File: src/rtl/button_conditioner.sv
// rtl/button_conditioner.sv - five-channel push-button synchroniser, debouncer and edge pulser
// Define BTN_AUTOREPEAT_EN to add press auto-repeat while a button is held.
module button_conditioner #(
   parameter int DEBOUNCE_CYCLES = 1000000,
   parameter int REPEAT_DELAY    = 50000000,
   parameter int REPEAT_PERIOD   = 10000000
) (
   input  logic       clk,
   input  logic       reset,
   input  logic       up,
   input  logic       down,
   input  logic       left,
   input  logic       right,
   input  logic       centre,
   output logic [4:0] btn_level,
   output logic [4:0] btn_press,
   output logic [4:0] btn_release,
   output logic       any_press
);

   localparam int CW = $clog2(DEBOUNCE_CYCLES) + 1;
   localparam logic [CW-1:0] CNT_LAST = CW'(DEBOUNCE_CYCLES - 1);

`ifdef BTN_AUTOREPEAT_EN
   localparam int RPT_MAX = (REPEAT_DELAY > REPEAT_PERIOD) ? REPEAT_DELAY : REPEAT_PERIOD;
   localparam int RW = $clog2(RPT_MAX) + 1;
   localparam logic [RW-1:0] RPT_FIRST = RW'(REPEAT_DELAY - 1);
   localparam logic [RW-1:0] RPT_NEXT  = RW'(REPEAT_PERIOD - 1);
`endif

   typedef enum logic [1:0] {
      IDLE,
      PRESS_WAIT,
      HELD,
      RELEASE_WAIT
   } state_t;

   logic [4:0]    raw;
   logic [4:0]    sync1;
   logic [4:0]    sync2;
   logic [4:0]    lvl_q;
   logic [4:0]    prs_q;
   logic [4:0]    rel_q;
   state_t        state [5];
   logic [CW-1:0] cnt   [5];
`ifdef BTN_AUTOREPEAT_EN
   logic [RW-1:0] rpt   [5];
`endif

   assign raw = {centre, right, left, down, up};

   always_ff @(posedge clk) begin
      if (reset) begin
         sync1 <= '0;
         sync2 <= '0;
      end else begin
         sync1 <= raw;
         sync2 <= sync1;
      end
   end

   always_ff @(posedge clk) begin
      if (reset) begin
         lvl_q <= '0;
         prs_q <= '0;
         rel_q <= '0;
         for (int i = 0; i < 5; i++) begin
            state[i] <= IDLE;
            cnt[i]   <= '0;
`ifdef BTN_AUTOREPEAT_EN
            rpt[i]   <= '0;
`endif
         end
      end else begin
         for (int i = 0; i < 5; i++) begin
            prs_q[i] <= 1'b0;
            rel_q[i] <= 1'b0;
            case (state[i])
               IDLE: begin
                  if (sync2[i]) begin
                     state[i] <= PRESS_WAIT;
                     cnt[i]   <= '0;
                  end
               end
               PRESS_WAIT: begin
                  if (!sync2[i]) begin
                     state[i] <= IDLE;
                  end else if (cnt[i] == CNT_LAST) begin
                     state[i] <= HELD;
                     lvl_q[i] <= 1'b1;
                     prs_q[i] <= 1'b1;
`ifdef BTN_AUTOREPEAT_EN
                     rpt[i]   <= RPT_FIRST;
`endif
                  end else begin
                     cnt[i] <= cnt[i] + 1'b1;
                  end
               end
               HELD: begin
                  if (!sync2[i]) begin
                     state[i] <= RELEASE_WAIT;
                     cnt[i]   <= '0;
`ifdef BTN_AUTOREPEAT_EN
                  // Repeat countdown freezes in RELEASE_WAIT so a bounce does not restart it.
                  end else if (rpt[i] == '0) begin
                     prs_q[i] <= 1'b1;
                     rpt[i]   <= RPT_NEXT;
                  end else begin
                     rpt[i] <= rpt[i] - 1'b1;
`endif
                  end
               end
               RELEASE_WAIT: begin
                  if (sync2[i]) begin
                     state[i] <= HELD;
                  end else if (cnt[i] == CNT_LAST) begin
                     state[i] <= IDLE;
                     lvl_q[i] <= 1'b0;
                     rel_q[i] <= 1'b1;
                  end else begin
                     cnt[i] <= cnt[i] + 1'b1;
                  end
               end
               default: state[i] <= IDLE;
            endcase
         end
      end
   end

   // Output stage: fixes latency at DEBOUNCE_CYCLES+3 edges from first raw sample.
   always_ff @(posedge clk) begin
      if (reset) begin
         btn_level   <= '0;
         btn_press   <= '0;
         btn_release <= '0;
         any_press   <= 1'b0;
      end else begin
         btn_level   <= lvl_q;
         btn_press   <= prs_q;
         btn_release <= rel_q;
         any_press   <= |prs_q;
      end
   end

endmodule

File: config.mk
export PLATFORM = sky130hd
export DESIGN_NAME = button_conditioner
export DESIGN_NICKNAME = d
export VERILOG_FILES = /design/src/rtl/button_conditioner.sv
export SDC_FILE = /design/constraint.sdc
export NUM_CORES = 1
export LEC_CHECK = 0
export CAP_MARGIN = 20
export CELL_PAD_IN_SITES_DETAIL_PLACEMENT = 0
export CELL_PAD_IN_SITES_GLOBAL_PLACEMENT = 1
export CORE_AREA = 2 2 130 132
export CTS_BUF_LIST = sky130_fd_sc_hd__clkbuf_16
export CTS_CLUSTER_SIZE = 30
export DETAILED_ROUTE_END_ITERATION = 8
export DIE_AREA = 0 0 132 134
export PLACE_DENSITY = 0.89
export SLEW_MARGIN = 20
export SYNTH_ARGS = -nofsm -noshare
export SYNTH_HDL_FRONTEND = slang
export SYNTH_SLANG_ARGS = --single-unit
File: constraint.sdc
create_clock -name clk -period 2.7 [get_ports clk]
set_input_delay 0.54 -clock clk [delete_from_list [all_inputs] [get_ports clk]]
set_output_delay 0.54 -clock clk [all_outputs]
set_load 0.02 [all_outputs]
* Word level (Yosys, flattened, before mapping)
Memory sizes are Yosys's and may differ from the RTL's.
Cells that the tools add are included.
** Word-level totals
- Bits in latches :: 0
- Word-level logic and storage cells :: 363
- Memories :: 2
- Bits of input ports :: 7
- Output and inout bits :: 16
- Flip-flop bits (word level) :: 41
- RAM bits :: 115
- Bits in read-only memories :: 0
** Memory list
- cnt :: words 5, bits a word 21, rd ports 5, clocked after Yosys merged registers in 0, wr ports 5, RTL line 45 : logic [CW-1:0] cnt [5];
- state :: words 5, bits a word 2, rd ports 5, clocked after Yosys merged registers in 0, wr ports 5, RTL line 44 : state_t state [5];
** Cells by class
- $lt $le $gt $ge :: 0
- Shift operators :: 0
- Mux-type cells :: 237
- Reduce and logical (&&, ||, !) cells :: 16
- Divide/modulo/power cells :: 0
- Multiply operators :: 0
- Bitwise logic cells :: 50
- Add/sub/neg operators :: 5
- Equal/unequal tests :: 40
** Operator list (count)
- $mux W21 :: 20
- $mux W1 :: 182
- $add A21 B1 Y21 const B :: 5
- $eq A21 B20 Y1 const B :: 5
- $mux W2 :: 30
- $or A1 B1 Y1 :: 50
- $ne A2 B2 Y1 const B :: 20
- $reduce_and A5 Y1 :: 5
- $eq A2 B2 Y1 const B :: 10
- $eq A2 B1 Y1 const B :: 5
- $logic_not A2 Y1 :: 5
- $pmux W1 S2 :: 5
- $reduce_bool A2 Y1 :: 5
- $reduce_or A5 Y1 :: 1

* Depth between registers and ports, before layout
Gate-level depths: netlist of the first run.
- Depth after elaboration :: 10
- Gate-level depth with buffers :: 7
- Depth with buffers taken out :: 6

* Worst setup path before layout of the first run
No wires, ideal clock.
- Path type :: register -> register
- From :: mem cnt[1][8] (netlist name)
- To :: mem cnt[1][0] (netlist name) (enable)
- Setup time :: 402 ps
- Clock period less this slack :: 2406 ps
- Buffers on the path :: 1
- Arrival :: 2003 ps
- Data required time :: 2298 ps
- Slack :: 294 ps
- Cell stages (with the launch flop) :: 6
- Path through :: edfxtp_1 or4_1 or4_4 buf_6 o21ai_0 nand2_1
** RTL lines (RTL line)
- start: declaration :: 45

==> impl_metrics.yaml, run 1 <==
status:
  status: "finished clean"
synth:
  synth-seq-cells: 156
  syn_inst: 755
  yosysUniqueCellTypes: 52
  yosysTopAreaCellShare_pct: 44.37
  synth_edf_count: 115
  syn_area_um2: 7784
  yosysSeqAreaShare_pct: 54.91
  yosys_warnings: 0
  synth_area_per_cell_um2: 10.31
  async_reset_ff_share_pct: 0
  synth_commonest_cells: "nor2_1 (139), edfxtp_1 (115), xnor2_1 (75)"
  synth.area.top_cells: "edfxtp_1 (44%), dfxtp_1 (11%), xnor2_1 (8.4%)"
  synth_nets: 767
  yosysTopAreaCell: "edfxtp_1"
  yosys_most_used_dff: "edfxtp_1"
  synth_most_common_cell: "nor2_1"
global_route:
  groute.layer.met3.usage_pct: 3.250
  grt_max_degree: 23
  grt_usage_pct: 16.61
  grt_pass1_wl_mm: 23.90
  grt_overflow: 0
  grt.busiest_layer: "met2"
  grt_pass1_vias: 5173
  use_met1_pct: 21.37
  antenna_found_initial: 0
  use_met2_pct: 27.26
detailed_routing:
  ant_nets: 0
  vias: 5350
  drt_iter0_drc: 469
  routed_wl_mm: 14.15
  drc_errors: 0
  routed_via_density: 5.281
  avgRoutedWirePerCell_um: 13.97
  dr.pass1.iters: 4
floorplan:
  die_y_um: 134
  die_area_um2: 17690
  rows: 47
  start_util_pct: 47.78
  die_x_um: 132
  io_pins: 23
  coreArea_um2: 16290
finish:
  post-route-util_pct: 54.24
  final_nets: 792
  n_antenna_cell: 0
  syn_to_final_growth_pct: 13.52
  final_layout_size_suffix_gt1_share_pct: 6.683
  fillers: 1378
clock_tree:
  ctsResizeCount: 0
  postCtsHoldBufs: 0
  numCtsBuffers: 17
  clock_sinks: 156
  cts_root_buffer: "clkbuf_16"
  tritoncts: "yes"
  cts_setup_buffers: 0
  clock_latency_ns: 0.42
  clock_path_buffers: 2
  htree_levels: 4
  clk_pin_slew_ns: 0.06
timing:
  grt_setup_unrepaired: "no"
  fin_crit_sh_pct: 90.44
  final.setup.tns_ns: 0
  hold_viol: 0
  report.final.slew_viol_count: 0
  max_slew_margin_pct: 46.06
  worst_slew_pin_slew_ns: 0.8091
  setup_viol: 0
  timing.fmax_mhz: 409.5
  fin_skew_ns: 0.006978
  period_needed_ns: 2.442
job:
  maxCapViolations: 0
worst_setup_path:
  cp-start-kind: "flip-flop"
  crit_type: "flip-flop to flip-flop"
  crit_arrival_ns: 2.49
  required_ns: 2.75
  worstPathMaxFanout: 21
  cp-end-kind: "flip-flop"
power_and_ir_drop:
  cellPowerDensity_nw_per_um2: 872.8
  peakVddDrop_uv: 553.1
  p_leak_nw: 2.943
placed_design:
  io_buffers: 22
  place.gp.congestion: 0.8088
  dpl.hpwl_mm: 9.509
worst_hold_path:
  hold_class: "input port to flip-flop"
-- state kept, by name, indices dropped and copies added (netlist names) --
| name | flops |
|---|---|
| sync1 | 5 |
| rel_q | 5 |
| prs_q | 5 |
| btn_press | 5 |
| btn_release | 5 |
| lvl_q | 5 |
| cnt | 105 |
| btn_level | 5 |
| sync2 | 5 |
| state | 10 |
| any_press | 1 |
-- per-layer routing --
layer | wire (um) | vias up
met5 | 0 | -
met4 | 233 | 0
met3 | 401 | 17
met2 | 6801 | 85
met1 | 6715 | 2549
li1 | - | 2699
-- cell families (layout without fill, tap and decap cells) --
group                      after synthesis  after routing  share of synthesized area (%)
AOI/OAI and AO/OA                       41             41                          3.231
xor gates and xnor gates               106            106                          12.46
adders and majority gates                5              5                         0.8037
buffers and inverters                   56             94                          2.990
DFF                                    156            156                          54.91
muxes                                    3              3                         0.3858
and+or+nand+nor                        388            388                          25.22
-- layout by cell type (no fill, tap or decap), types with 7 or more instances in the layout --
cell type,Yosys,layout
xor2_1,28,28
xnor2_1,75,75
nor2b_1,29,29
nand2_1,45,45
clkbuf_16,0,21
nor2_1,139,139
inv_1,28,28
a21oi_1,12,12
dfxtp_1,41,41
and3_1,16,16
nor4_1,19,19
nor3_1,29,29
nand3_1,41,41
o21ai_0,12,12
edfxtp_1,115,115
buf_4,1,12
and4_1,7,7
nand4_1,19,19
clkdlybuf4s50_1,0,21
-- critical path, stage by stage, from the launching register on --
cell and delay, ns:
edfxtp_1 0.41, or4b_2 0.69, nor3_1 0.26, nand4_1 0.20, a21o_1 0.51
-- area by class of cell --
| type | count | area (um^2) | area share (%) |
|---|---|---|---|
| tap | 220 | 275.3 | 3.115 |
| timing repair buffer | 34 | 305.3 | 3.455 |
| clock inverter | 11 | 73.82 | 0.8355 |
| inverter | 28 | 105.1 | 1.189 |
| sequential | 156 | 4274 | 48.37 |
| multi-input combinational | 543 | 3277 | 37.09 |
| clock buffer | 21 | 525.5 | 5.947 |
-- through the flow --
| stage | cell area [um^2] | total power [mW] | instances | hold WS, ns | setup WS, ns |
|---|---|---|---|---|---|
| final | 8836 | 7.712 | 1013 | 0.4291 | 0.2582 |
| after global routing | 8836 | 8.121 | 1013 | 0.4490 | 0.1458 |
| after CTS | 8836 | 7.752 | 1013 | 0.4178 | 0.2401 |
| after detailed placement | 8237 | 5.381 | 981 | 0.4255 | 0.2770 |
| after global placement | 8237 | 5.291 | 981 | 0.4214 | 0.3411 |
| after floorplan | 7784 | 4.959 | 755 | 0.4138 | 0.2943 |
-- power breakdown --
| group | leakage (nW) | switching (mW) | internal [mW] |
|---|---|---|---|
| clock | 0.300 | 0.959 | 1.40 |
| sequential | 1.57 | 0.632 | 3.29 |
| combinational | 1.07 | 0.777 | 0.655 |
| total | 2.94 | 2.37 | 5.34 |
-- path summary, 6_finish.rpt --
path,start,endpoint,slack (ns),depth (start not counted)
setup / recovery,cnt[0][13]$_SDFFCE_PP0P_,cnt[0][8]$_SDFFCE_PP0P_,0.26,4
hold reg to reg,sync1[2]$_SDFF_PP0_,sync2[2]$_SDFF_PP0_,0.44,1
setup reg to reg,cnt[0][13]$_SDFFCE_PP0P_,cnt[0][8]$_SDFFCE_PP0P_,0.26,4
hold / removal,reset,lvl_q[2]$_SDFFE_PP0P_,0.43,2
(Power assumes the default switching activity.)
==> run 2: changes to the inputs <==
--- a/config.mk
+++ b/config.mk
@@ -14,6 +14,7 @@
 export DETAILED_ROUTE_END_ITERATION = 8
 export DIE_AREA = 0 0 132 134
 export PLACE_DENSITY = 0.89
+export SETUP_SLACK_MARGIN = 0.3
 export SLEW_MARGIN = 20
 export SYNTH_ARGS = -nofsm -noshare
 export SYNTH_HDL_FRONTEND = slang
==> run 2 against run 1 <==
Hold slack improved by 0.0021 ns. Combinational power about the same. Largest power group unchanged. Count of clock-buffer cells in the layout fell by 4. Critical path type unchanged. Global-route usage rose by 0.067 points. Final area is 0.23% higher. Utilization is 0.12 points higher. Total power up 0.79%. Critical path depth is 2 higher. Register-to-register slack better by 0.14 ns. Maximum frequency grew 6.1%.
==> impl_metrics.yaml, run 2 (synthesis results as in run 1) <==
worst_setup_path:
  ff2ff_path_depth: 6
  crit_arrival_ns: 2.45
  crit_chain: "ha_1, and4_1, and4_1, and2_1, a2111oi_1, o22ai_1"
  crit_type: "flip-flop to flip-flop"
  required_ns: 2.85
  cp-start-kind: "flip-flop"
  worstPathMaxFanout: 4
  crit_top_cell: "and4_1"
  r2r_slack_ns: 0.40
  slowest_stage: "a2111oi_1"
  reg2reg_to: "state[1][0]$_SDFFCE_PP0P_"
  cp.buffers_inverters: 0
  max_stage_delay_ns: 0.55
  timing.rr.start: "cnt[2][0]$_SDFFCE_PP0P_"
  crit_family: "compound AO/OA/AOI/OAI gates"
  crit_cells: 6
  cp-end-kind: "flip-flop"
timing:
  fin_skew_ns: 0.01749
  period_needed_ns: 2.301
  report.final.slew_viol_count: 0
  fin_crit_sh_pct: 85.20
  setup_viol: 0
  final.setup.tns_ns: 0
  grt_setup_unrepaired: "yes"
  worst_slew_pin_slew_ns: 0.6494
  timing.fmax_mhz: 434.7
  hold_viol: 0
  max_slew_margin_pct: 56.38
finish:
  n_antenna_cell: 0
  final_nets: 791
  layout_commonest_cell: "nor2_1"
  instances_no_fill: 1012
  largest_register: "cnt"
  final_cell_mix: "nor2_1 (139), edfxtp_1 (115), xnor2_1 (75)"
  largest_reg_flops: 105
  post-route-util_pct: 54.37
  final_layout_size_suffix_gt1_share_pct: 7.071
  reg_top3: "cnt: 105 flops, state: 10 flops"
  syn_to_final_growth_pct: 13.78
clock_tree:
  clock_path_buffers: 2
  clock_latency_ns: 0.43
  numCtsBuffers: 17
  postCtsHoldBufs: 0
  tritoncts: "yes"
  cts_setup_buffers: 0
  clk_pin_slew_ns: 0.06
  htree_levels: 4
  cts_root_buffer: "clkbuf_16"
  clock_sinks: 156
detailed_routing:
  routed_via_density: 5.231
  drc_errors: 0
  vias: 5294
  drt_iter0_drc: 342
  dr.pass1.iters: 4
  avgRoutedWirePerCell_um: 14.01
  ant_nets: 0
  routed_wl_mm: 14.18
worst_hold_path:
  hold_end: "btn_release[3]$_SDFF_PP0_"
  hp-start: "rel_q[3]$_SDFF_PP0_"
  whs_path_depth: 1
  hold_class: "flip-flop to flip-flop"
floorplan:
  io_pins: 23
  start_util_pct: 47.78
  coreArea_um2: 16290
  die_area_um2: 17690
  die_y_um: 134
  rows: 47
  die_x_um: 132
global_route:
  antenna_found_initial: 0
  grt_pass1_wl_mm: 24.01
  grt_max_degree: 23
  grt_overflow: 0
  grt_pass1_vias: 5048
  grt_usage_pct: 16.67
job:
  maxCapViolations: 0
placed_design:
  dpl.cell_count: 980
  io_buffers: 22
  place.gp.congestion: 0.8224
  dpl.hpwl_mm: 9.481
power_and_ir_drop:
  p_leak_nw: 2.940
  cellPowerDensity_nw_per_um2: 877.7
  peakVddDrop_uv: 550.1
status:
  status: "finished clean"
run 2: cell count changes in the layout (fill, tap and decap cells not counted), sizes merged:
cell / delta
clkbuf: -4
clkinvlp: +1
bufinv: +3
buf: -1
run 2: routing by layer:
layer / global-route usage, % / wire length, um / vias up
met5: 0 / 0 / -
met4: 5.254 / 133 / 0
met3: 4.233 / 478 / 12
met2: 26.62 / 6638 / 74
met1: 22.47 / 6931 / 2510
li1: - / - / 2698
run 2: worst reg2reg max path: stages (launching register included):
cell,delay [ns]
edfxtp_1,0.43
ha_1,0.27
and4_1,0.23
and4_1,0.22
and2_1,0.19
a2111oi_1,0.55
o22ai_1,0.14
run 2: through the flow:
| stage | hold slack [ns] | setup WS (ns) | power [mW] | cell area (um^2) |
|---|---|---|---|---|
| 2_1_floorplan | 0.4138 | 0.4509 | 4.961 | 7786 |
| 3_3_place_gp | 0.4217 | 0.3318 | 5.296 | 8232 |
| 3_5_place_dp | 0.4256 | 0.2866 | 5.384 | 8232 |
| 4_1_cts | 0.4387 | 0.3342 | 7.808 | 8835 |
| 5_1_grt | 0.4628 | 0.2548 | 8.191 | 8856 |
| 6_report | 0.4312 | 0.3995 | 7.772 | 8856 |
run 2: layout make-up:
cell class,count,area [um^2]
multi-input cells,543,3303
flip-flops and latches,156,4274
fillers,1430,7433
clock buffers,17,425.4
repair buffers,33,301.5
inverters,28,105.1
well taps,220,275.3
clock inverters,15,171.4
run 2: worst max-delay path by stage:
stage                                      to  slack (ns)                      from
global route        state[1][0]$_SDFFCE_PP0P_        0.25   cnt[2][0]$_SDFFCE_PP0P_
floorplan             cnt[1][0]$_SDFFCE_PP0P_        0.45   cnt[1][8]$_SDFFCE_PP0P_
CTS                   cnt[0][8]$_SDFFCE_PP0P_        0.33  cnt[0][13]$_SDFFCE_PP0P_
finish              state[1][0]$_SDFFCE_PP0P_        0.40   cnt[2][0]$_SDFFCE_PP0P_
detailed placement    cnt[0][2]$_SDFFCE_PP0P_        0.29  cnt[0][13]$_SDFFCE_PP0P_
global placement     cnt[0][16]$_SDFFCE_PP0P_        0.33  cnt[0][13]$_SDFFCE_PP0P_
run 2: power breakdown:
group | switching [mW] | internal (mW) | leakage [nW]
combinational | 0.785 | 0.660 | 1.08
sequential | 0.640 | 3.29 | 1.57
clock | 0.945 | 1.45 | 0.294
run 2: what timing repair did:
item                       in CTS  in global routing
gates resized for setup         2                  6
pin swaps                       0                  1
setup endpoints to repair      42                 68
gates cloned                    0                  0
